$ cat src/rtl/reg_access_arbiter_if.sv
// Bus bundle between two requesters, the reg_access_arbiter and the shared
// register bank. The arbiter connects through the slave modport; the
// requester/bank side (e.g. a testbench) uses the master modport.
interface reg_access_arbiter_if #(
   parameter int NREG = 12,
   parameter int DW   = 16
);
   logic            a_req;
   logic            a_we;
   logic [3:0]      a_addr;
   logic [DW-1:0]   a_wdata;
   logic            a_gnt;
   logic            a_done;
   logic [DW-1:0]   a_rdata;
   logic            a_err;

   logic            b_req;
   logic            b_we;
   logic [3:0]      b_addr;
   logic [DW-1:0]   b_wdata;
   logic            b_gnt;
   logic            b_done;
   logic [DW-1:0]   b_rdata;
   logic            b_err;

   logic [NREG-1:0] read;
   logic [NREG-1:0] write;
   logic [DW-1:0]   wdata;
   logic [DW-1:0]   rdata;

   modport slave (
      input  a_req, a_we, a_addr, a_wdata,
      input  b_req, b_we, b_addr, b_wdata,
      input  rdata,
      output a_gnt, a_done, a_rdata, a_err,
      output b_gnt, b_done, b_rdata, b_err,
      output read, write, wdata
   );

   modport master (
      output a_req, a_we, a_addr, a_wdata,
      output b_req, b_we, b_addr, b_wdata,
      output rdata,
      input  a_gnt, a_done, a_rdata, a_err,
      input  b_gnt, b_done, b_rdata, b_err,
      input  read, write, wdata
   );
endinterface

$ cat src/rtl/reg_access_arbiter.sv
// Two-requester arbiter in front of a shared register bank.
// Each access takes three cycles: IDLE (grant + latch), ACCESS (one-hot
// strobe to the bank), RESP (done pulse, read data returned to the owner).
// Ties are resolved round-robin by default; defining REG_ARB_FIXED_PRIO_EN
// switches to fixed priority where requester A always wins a tie.
module reg_access_arbiter #(
   parameter int NREG = 12,
   parameter int DW   = 16
) (
   input  logic                  clk,
   input  logic                  rst,
   reg_access_arbiter_if.slave   bus
);

   typedef enum logic [1:0] {
      IDLE   = 2'd0,
      ACCESS = 2'd1,
      RESP   = 2'd2
   } state_t;

   state_t          state;
   state_t          state_d;

   logic            owner_b;
   logic            we_q;
   logic [3:0]      addr_q;
   logic [DW-1:0]   wdata_q;
   logic [DW-1:0]   a_rdata_q;
   logic [DW-1:0]   b_rdata_q;
`ifndef REG_ARB_FIXED_PRIO_EN
   logic            last_b;
`endif

   logic            any_req;
   logic            pick_b;
   logic            addr_err;
   logic            in_idle;
   logic            in_resp;
   logic            a_done_c;
   logic            b_done_c;
   logic            a_read_done;
   logic            b_read_done;
   logic [NREG-1:0] read_c;
   logic [NREG-1:0] write_c;

   assign any_req  = bus.a_req | bus.b_req;
   assign in_idle  = (state == IDLE);
   assign in_resp  = (state == RESP);
   assign addr_err = ({1'b0, addr_q} >= 5'(NREG));

`ifdef REG_ARB_FIXED_PRIO_EN
   assign pick_b = bus.b_req & ~bus.a_req;
`else
   assign pick_b = bus.b_req & (~bus.a_req | ~last_b);
`endif

   // State register; reset aborts any in-flight access immediately.
   always_ff @(posedge clk or posedge rst) begin
      if (rst) begin
         state <= IDLE;
      end else begin
         state <= state_d;
      end
   end

   // Next-state logic: one state per cycle, a request only matters in IDLE.
   always_comb begin
      state_d = state;
      case (state)
         IDLE:    if (any_req) state_d = ACCESS;
         ACCESS:  state_d = RESP;
         RESP:    state_d = IDLE;
         default: state_d = IDLE;
      endcase
   end

   // Request latching on grant, tie pointer update and read-data capture.
   always_ff @(posedge clk or posedge rst) begin
      if (rst) begin
         owner_b   <= 1'b0;
         we_q      <= 1'b0;
         addr_q    <= 4'd0;
         wdata_q   <= '0;
         a_rdata_q <= '0;
         b_rdata_q <= '0;
`ifndef REG_ARB_FIXED_PRIO_EN
         last_b    <= 1'b1;
`endif
      end else begin
         if (in_idle && any_req) begin
            owner_b <= pick_b;
            we_q    <= pick_b ? bus.b_we    : bus.a_we;
            addr_q  <= pick_b ? bus.b_addr  : bus.a_addr;
            wdata_q <= pick_b ? bus.b_wdata : bus.a_wdata;
`ifndef REG_ARB_FIXED_PRIO_EN
            last_b  <= pick_b;
`endif
         end
         if (a_read_done) a_rdata_q <= bus.rdata;
         if (b_read_done) b_rdata_q <= bus.rdata;
      end
   end

   // One-hot bank strobes, only during ACCESS and only for a valid index.
   always_comb begin
      read_c  = '0;
      write_c = '0;
      if (state == ACCESS && !addr_err) begin
         for (int i = 0; i < NREG; i++) begin
            if (addr_q == 4'(i)) begin
               if (we_q) write_c[i] = 1'b1;
               else      read_c[i]  = 1'b1;
            end
         end
      end
   end

   assign a_done_c    = in_resp & ~owner_b;
   assign b_done_c    = in_resp &  owner_b;
   assign a_read_done = a_done_c & ~we_q & ~addr_err;
   assign b_read_done = b_done_c & ~we_q & ~addr_err;

   assign bus.a_gnt   = in_idle & ~rst & bus.a_req & ~pick_b;
   assign bus.b_gnt   = in_idle & ~rst & pick_b;
   assign bus.a_done  = a_done_c;
   assign bus.b_done  = b_done_c;
   assign bus.a_err   = a_done_c & addr_err;
   assign bus.b_err   = b_done_c & addr_err;
   assign bus.a_rdata = a_read_done ? bus.rdata : a_rdata_q;
   assign bus.b_rdata = b_read_done ? bus.rdata : b_rdata_q;
   assign bus.read    = read_c;
   assign bus.write   = write_c;
   assign bus.wdata   = wdata_q;

endmodule
$ cat src/flat_wrapper.sv
// flat-port wrapper written by rule: the top's interface ports become plain ports
module reg_access_arbiter_flat 
#(
   parameter int NREG = 12,
   parameter int DW   = 16
)
  (clk, rst, bus_a_req, bus_a_we, bus_a_addr, bus_a_wdata, bus_b_req, bus_b_we, bus_b_addr, bus_b_wdata, bus_rdata, bus_a_gnt, bus_a_done, bus_a_rdata, bus_a_err, bus_b_gnt, bus_b_done, bus_b_rdata, bus_b_err, bus_read, bus_write, bus_wdata);
  reg_access_arbiter_if #(.NREG(NREG), .DW(DW)) bus_i ();
  input  logic clk;
  input  logic rst;
  input wire logic [$bits(bus_i.a_req)-1:0] bus_a_req;
  input wire logic [$bits(bus_i.a_we)-1:0] bus_a_we;
  input wire logic [$bits(bus_i.a_addr)-1:0] bus_a_addr;
  input wire logic [$bits(bus_i.a_wdata)-1:0] bus_a_wdata;
  input wire logic [$bits(bus_i.b_req)-1:0] bus_b_req;
  input wire logic [$bits(bus_i.b_we)-1:0] bus_b_we;
  input wire logic [$bits(bus_i.b_addr)-1:0] bus_b_addr;
  input wire logic [$bits(bus_i.b_wdata)-1:0] bus_b_wdata;
  input wire logic [$bits(bus_i.rdata)-1:0] bus_rdata;
  output wire logic [$bits(bus_i.a_gnt)-1:0] bus_a_gnt;
  output wire logic [$bits(bus_i.a_done)-1:0] bus_a_done;
  output wire logic [$bits(bus_i.a_rdata)-1:0] bus_a_rdata;
  output wire logic [$bits(bus_i.a_err)-1:0] bus_a_err;
  output wire logic [$bits(bus_i.b_gnt)-1:0] bus_b_gnt;
  output wire logic [$bits(bus_i.b_done)-1:0] bus_b_done;
  output wire logic [$bits(bus_i.b_rdata)-1:0] bus_b_rdata;
  output wire logic [$bits(bus_i.b_err)-1:0] bus_b_err;
  output wire logic [$bits(bus_i.read)-1:0] bus_read;
  output wire logic [$bits(bus_i.write)-1:0] bus_write;
  output wire logic [$bits(bus_i.wdata)-1:0] bus_wdata;
  assign bus_i.a_req = bus_a_req;
  assign bus_i.a_we = bus_a_we;
  assign bus_i.a_addr = bus_a_addr;
  assign bus_i.a_wdata = bus_a_wdata;
  assign bus_i.b_req = bus_b_req;
  assign bus_i.b_we = bus_b_we;
  assign bus_i.b_addr = bus_b_addr;
  assign bus_i.b_wdata = bus_b_wdata;
  assign bus_i.rdata = bus_rdata;
  assign bus_a_gnt = bus_i.a_gnt;
  assign bus_a_done = bus_i.a_done;
  assign bus_a_rdata = bus_i.a_rdata;
  assign bus_a_err = bus_i.a_err;
  assign bus_b_gnt = bus_i.b_gnt;
  assign bus_b_done = bus_i.b_done;
  assign bus_b_rdata = bus_i.b_rdata;
  assign bus_b_err = bus_i.b_err;
  assign bus_read = bus_i.read;
  assign bus_write = bus_i.write;
  assign bus_wdata = bus_i.wdata;
  reg_access_arbiter #(.NREG(NREG), .DW(DW)) u_core (.clk(clk), .rst(rst), .bus(bus_i));
endmodule
$ cat config.mk
export PLATFORM = sky130hd
export DESIGN_NAME = reg_access_arbiter_flat
export DESIGN_NICKNAME = d
export VERILOG_FILES = /design/src/rtl/reg_access_arbiter_if.sv /design/src/rtl/reg_access_arbiter.sv /design/src/flat_wrapper.sv
export SDC_FILE = /design/constraint.sdc
export NUM_CORES = 1
export LEC_CHECK = 0
export CAP_MARGIN = 20
export CORE_UTILIZATION = 51
export DETAILED_ROUTE_END_ITERATION = 16
export DONT_BUFFER_PORTS = 1
export PLACE_DENSITY = 0.64
export SYNTH_ARGS = -nofsm -noshare
export SYNTH_HDL_FRONTEND = slang
export SYNTH_SLANG_ARGS = --single-unit
$ cat constraint.sdc
create_clock -name clk -period 5.16 [get_ports clk]
set_input_delay 1.548 -clock clk [delete_from_list [all_inputs] [get_ports clk]]
set_output_delay 1.548 -clock clk [all_outputs]
set_load 0.01 [all_outputs]
Yosys cells after proc, flatten, opt, wreduce, memory -nomap -nowiden --
Cells that the tools add are included. W data, S select, Z words.
Word-level totals: register bits 57, input port bits 62, output and inout port bits 78, logic and storage cells 85
Operators by class: magnitude comparators 1, equal/unequal tests 14, multiplexer cells 35, bitwise gates (word level) 22, reduce and logical (&&, ||, !) cells 5
Operators by type and width (number):
- $mux W16 | 3
- $mux W1 | 27
- $mux W12 | 2
- $eq A4 B3 Y1 const B | 4
- $eq A4 B4 Y1 const B | 4
- $and A1 B1 Y1 | 13
- $eq A4 B2 Y1 const B | 2
- $not A1 Y1 | 7
- $eq A4 B1 Y1 const B | 1
- $ge A4 B4 Y1 const B | 1
- $logic_not A4 Y1 | 1
- $mux W4 | 1
- $pmux W2 S2 | 1
- $eq A2 B1 Y1 const B | 1
- $eq A2 B2 Y1 const B | 1
- $logic_and A1 B1 Y1 | 2
- $logic_not A2 Y1 | 1
- $mux W2 | 1
- $ne A2 B1 Y1 const B | 1
- $or A1 B1 Y1 | 2
- $logic_not A1 Y1 | 1

Depth between registers and ports, before layout --
depth in word-level cells 5, depth in mapped cells 4, mapped depth without buffers 3

Worst setup path before layout --
No wires, ideal clock.
path kind in2out, start point input rst, end point output bus_b_gnt, arrival time 3122 ps, data required time 3612 ps, path slack 490 ps, cell stages on the path 2, buffers on the path 0, cell sequence inv_1 and3_1
Between the ends: longest elaborated chain between the ends 3
Ends and longest elaborated chain:
- from (decl) | RTL line flat_wrapper.sv:10 | input logic rst;
- $not A1 Y1 | RTL line reg_access_arbiter.sv:124 | assign bus.b_gnt = in_idle & ~rst & pick_b;
- $and A1 B1 Y1 (2 in series) | RTL line reg_access_arbiter.sv:124
- to (decl) | RTL line flat_wrapper.sv:24 | output wire logic [$bits(bus_i.b_gnt)-1:0] bus_b_gnt;
No other way between the ends.

Worst setup path in the final report --
start point input bus_b_req, end point output bus_a_gnt
Between the ends: longest elaborated chain between the ends 3
Ends and longest elaborated chain:
- from (decl) | RTL line flat_wrapper.sv:15 | input wire logic [$bits(bus_i.b_req)-1:0] bus_b_req;
- $and A1 B1 Y1 | RTL line reg_access_arbiter.sv:54 | assign pick_b = bus.b_req & (~bus.a_req | ~last_b);
- $not A1 Y1 | RTL line reg_access_arbiter.sv:123 | assign bus.a_gnt = in_idle & ~rst & bus.a_req & ~pick_b;
- $and A1 B1 Y1 | RTL line reg_access_arbiter.sv:123
- to (decl) | RTL line flat_wrapper.sv:20 | output wire logic [$bits(bus_i.a_gnt)-1:0] bus_a_gnt;
No other way between the ends.

==> results by group <==
Route
  – Initial DRC Count: 63
  – DRC: 0
  – DR vias: 1561
  – DR WL/cell: 18.6 um
  – Routed vias/inst: 5.72
  – Post-Route WL: 5.08 mm
  – Drt pass-1 iters: 4
  – Routed Antenna Nets: 0

Floorplan
  – Initial core utilization: 0.545
  – Die height: 74.2 um
  – Die width: 74.2 um
  – Total I/O pin count: 140
  – Std-Cell Core Area: 0.00488 mm2
  – Row Count: 25
  – Die ar.: 0.00551 mm2

Global routing
  – Number of global-route vias before repair: 1571
  – Initial antenna violation count: 0
  – First-pass GRT wire length: 7.64 mm
  – GRT Total Usage: 0.193
  – Largest net degree at the start of global routing: 58
  – Aggregate global routing overflow: 0

Min path
  – Hold-critical path depth: 1
  – Hold/Removal Path Class: register to register
  – Worst hold start: u_core.a_rdata_q[13]
  – Hold endpoint: u_core.a_rdata_q[13]

Clocking
  – Post-CTS Hold Fix Bufs: 0
  – CTS Buffer Depth: 2
  – # Post-CTS Setup Buffers: 0
  – Skew-Pair Late Insertion Delay: 0.32 ns
  – Sink Count: 57
  – H-tree Lvls: 3
  – CTS root buf: clkbuf_8
  – Cts repair resizes: 0
  – TritonCTS clock tree: built
  – CTS clock-pin slew for the worst setup and hold paths: 0.06 ns
  – TritonCTS Buffers: 9

STA
  – Rel. slew slack: 0.528
  – Clk_skew: 0.00994 ns
  – Slew @ Worst Pin: 0.708 ns
  – Fmax: 253 MHz
  – Tmin final: 3.96 ns
  – Final Hold Fails: 0
  – Fin crit share: 0.767
  – Final Max Slew Viols: 0
  – TNS Setup: 0 ns
  – Setup-failing EPs final: 0
  – RSZ-0062 raised after global routing: no

Run status
  – Status: complete, no violations

Pwr
  – Pwr/cell area: 676 mW/mm2
  – Worst VDD drop: 348 uV
  – Leakage: 1.28 nW

Setup path
  – Critical path cell sequence: a21boi_2, buf_4, nor4bb_1
  – CP required: 3.61 ns
  – Bufs and invs on worst path: 1
  – CP Launch Point: bus_b_req
  – CP max-delay cell: nor4bb_1
  – Reg-to-Reg Start: u_core.addr_q[2]
  – FF-to-FF setup slack: 3.42 ns
  – Arrival @ worst endpoint: 2.41 ns
  – CP top delay family: simple AND/OR/NAND/NOR gates
  – FF-to-FF path depth: 3
  – CP Class: input port to output pin
  – Crit-path max FO: 24
  – Worst Setup End Kind: output pin
  – Crit-path max cell delay: 0.51 ns
  – Capture point of the worst reg-to-reg path: u_core.a_rdata_q[10]
  – Startpoint types: input port

Synthesis
  – Post-Syn Area: 0.00266 mm2
  – Syn avg cell area: 13.7 um2
  – Synth Net Count: 256
  – Yosys Warn Count: 0
  – Sequential fraction of the synthesis area: 0.537
  – Flops & latches, synth: 57
  – Area contributors post-synth: dfrtp_1 (53%), mux2_2 (26%), mux2_4 (5.6%)
  – Post-synth top area share: 0.527
  – Yosys cell types: 31
  – Cell type with the largest total area after synthesis: dfrtp_1
  – Cells after synthesis: 194

Run
  – Max Cap Viol: 0

Final layout
  – Share of layout cells above drive strength 1: 0.485
  – Final nets: 263
  – FF+latch area: 0.00143 mm2
  – Filler cells: 395
  – N_diodes: 0
  – Final design utilization: 0.603
  – Multi-input logic area: 0.00117 mm2
  – Area grow syn2layout: 10.6%

Placement
  – Hpwl dp: 3.68 mm
  – Routability cong.: 0.776
  – IO Port Bufs: 0
how the worst max path moves through the flow:
stage / end / cells after the start
2_1_floorplan: bus_b_gnt / 2
3_3_place_gp: bus_a_gnt / 3
3_5_place_dp: bus_a_gnt / 3
4_1_cts: bus_a_gnt / 3
5_1_grt: bus_a_gnt / 3
6_report: bus_a_gnt / 3
through the flow:
stage	hold WS, ns	setup WS [ns]	instance area, um2	power, mW	instances
floorplan	0.493	0.490	2660	1.42	194
global placement	0.507	1.20	2710	1.50	256
detailed placement	0.505	1.19	2710	1.54	256
CTS	0.519	1.19	2930	2.00	272
global route	0.537	1.14	2940	2.11	273
finish	0.521	1.20	2940	1.99	273
where the power goes:
part | internal, mW | switching, mW | total [mW]
combinational | 0.336 | 0.359 | 0.695
clock | 0.284 | 0.167 | 0.451
sequential | 0.681 | 0.163 | 0.843
logic make-up after synthesis:
kind of cell | share of synthesized area
buf+inv | 0.0221
flops | 0.537
simple gates | 0.0965
mux | 0.328
compound gates | 0.0169
metal layers:
layer,share of wire,wire length [um],GRT usage,vias up
met5,0,0,0,-
met4,0.0047,24,0.0769,0
met3,0.10,519,0.0827,4
met2,0.51,2600,0.319,99
met1,0.38,1940,0.220,766
li1,-,-,-,692
state kept, by name (all words and copies together), names as in the netlist:
signal / count
u_core.b_rdata_q: 16
u_core.a_rdata_q: 16
u_core.owner_b: 1
u_core.we_q: 1
u_core.bus.wdata: 16
u_core.last_b: 1
u_core.state: 2
u_core.addr_q: 4
synth_stat cells (all sizes together):
cell / instances
a21boi: 1
a21oi: 2
a22o: 1
a31oi: 1
and3: 3
and3b: 2
buf: 7
dfrtp: 56
dfstp: 1
inv: 2
mux2: 74
nand2: 7
nand2b: 2
nand4: 1
nand4b: 1
nor2: 26
nor2b: 2
nor3b: 2
nor4bb: 1
o21ai: 1
or2: 1
cell type report:
| cell class | instances | share of cell area |
|---|---|---|
| clock buffers | 11 | 0.0481 |
| clock inverters | 5 | 0.0268 |
| flip-flops and latches | 57 | 0.485 |
| repair buffers | 3 | 0.0102 |
| inverters | 2 | 0.00255 |
| well taps | 67 | 0.0285 |
| multi-input cells | 128 | 0.399 |
cells in the final DEF, fill, tap and decap left out, types with 2 or more instances in the layout:
| master | netlist | final |
|---|---|---|
| and3_1 | 3 | 3 |
| nand2_1 | 5 | 5 |
| clkbuf_8 | 0 | 10 |
| nor2_1 | 25 | 25 |
| mux2_2 | 62 | 62 |
| nand2b_1 | 2 | 2 |
| nor2b_1 | 2 | 2 |
| mux2_1 | 2 | 2 |
| a21oi_1 | 2 | 2 |
| mux2_4 | 10 | 10 |
| dfrtp_1 | 56 | 56 |
| clkinv_2 | 0 | 2 |
| buf_4 | 2 | 2 |
| bufinv_16 | 0 | 2 |
No activity file was read; power rests on OpenSTA's default activity.
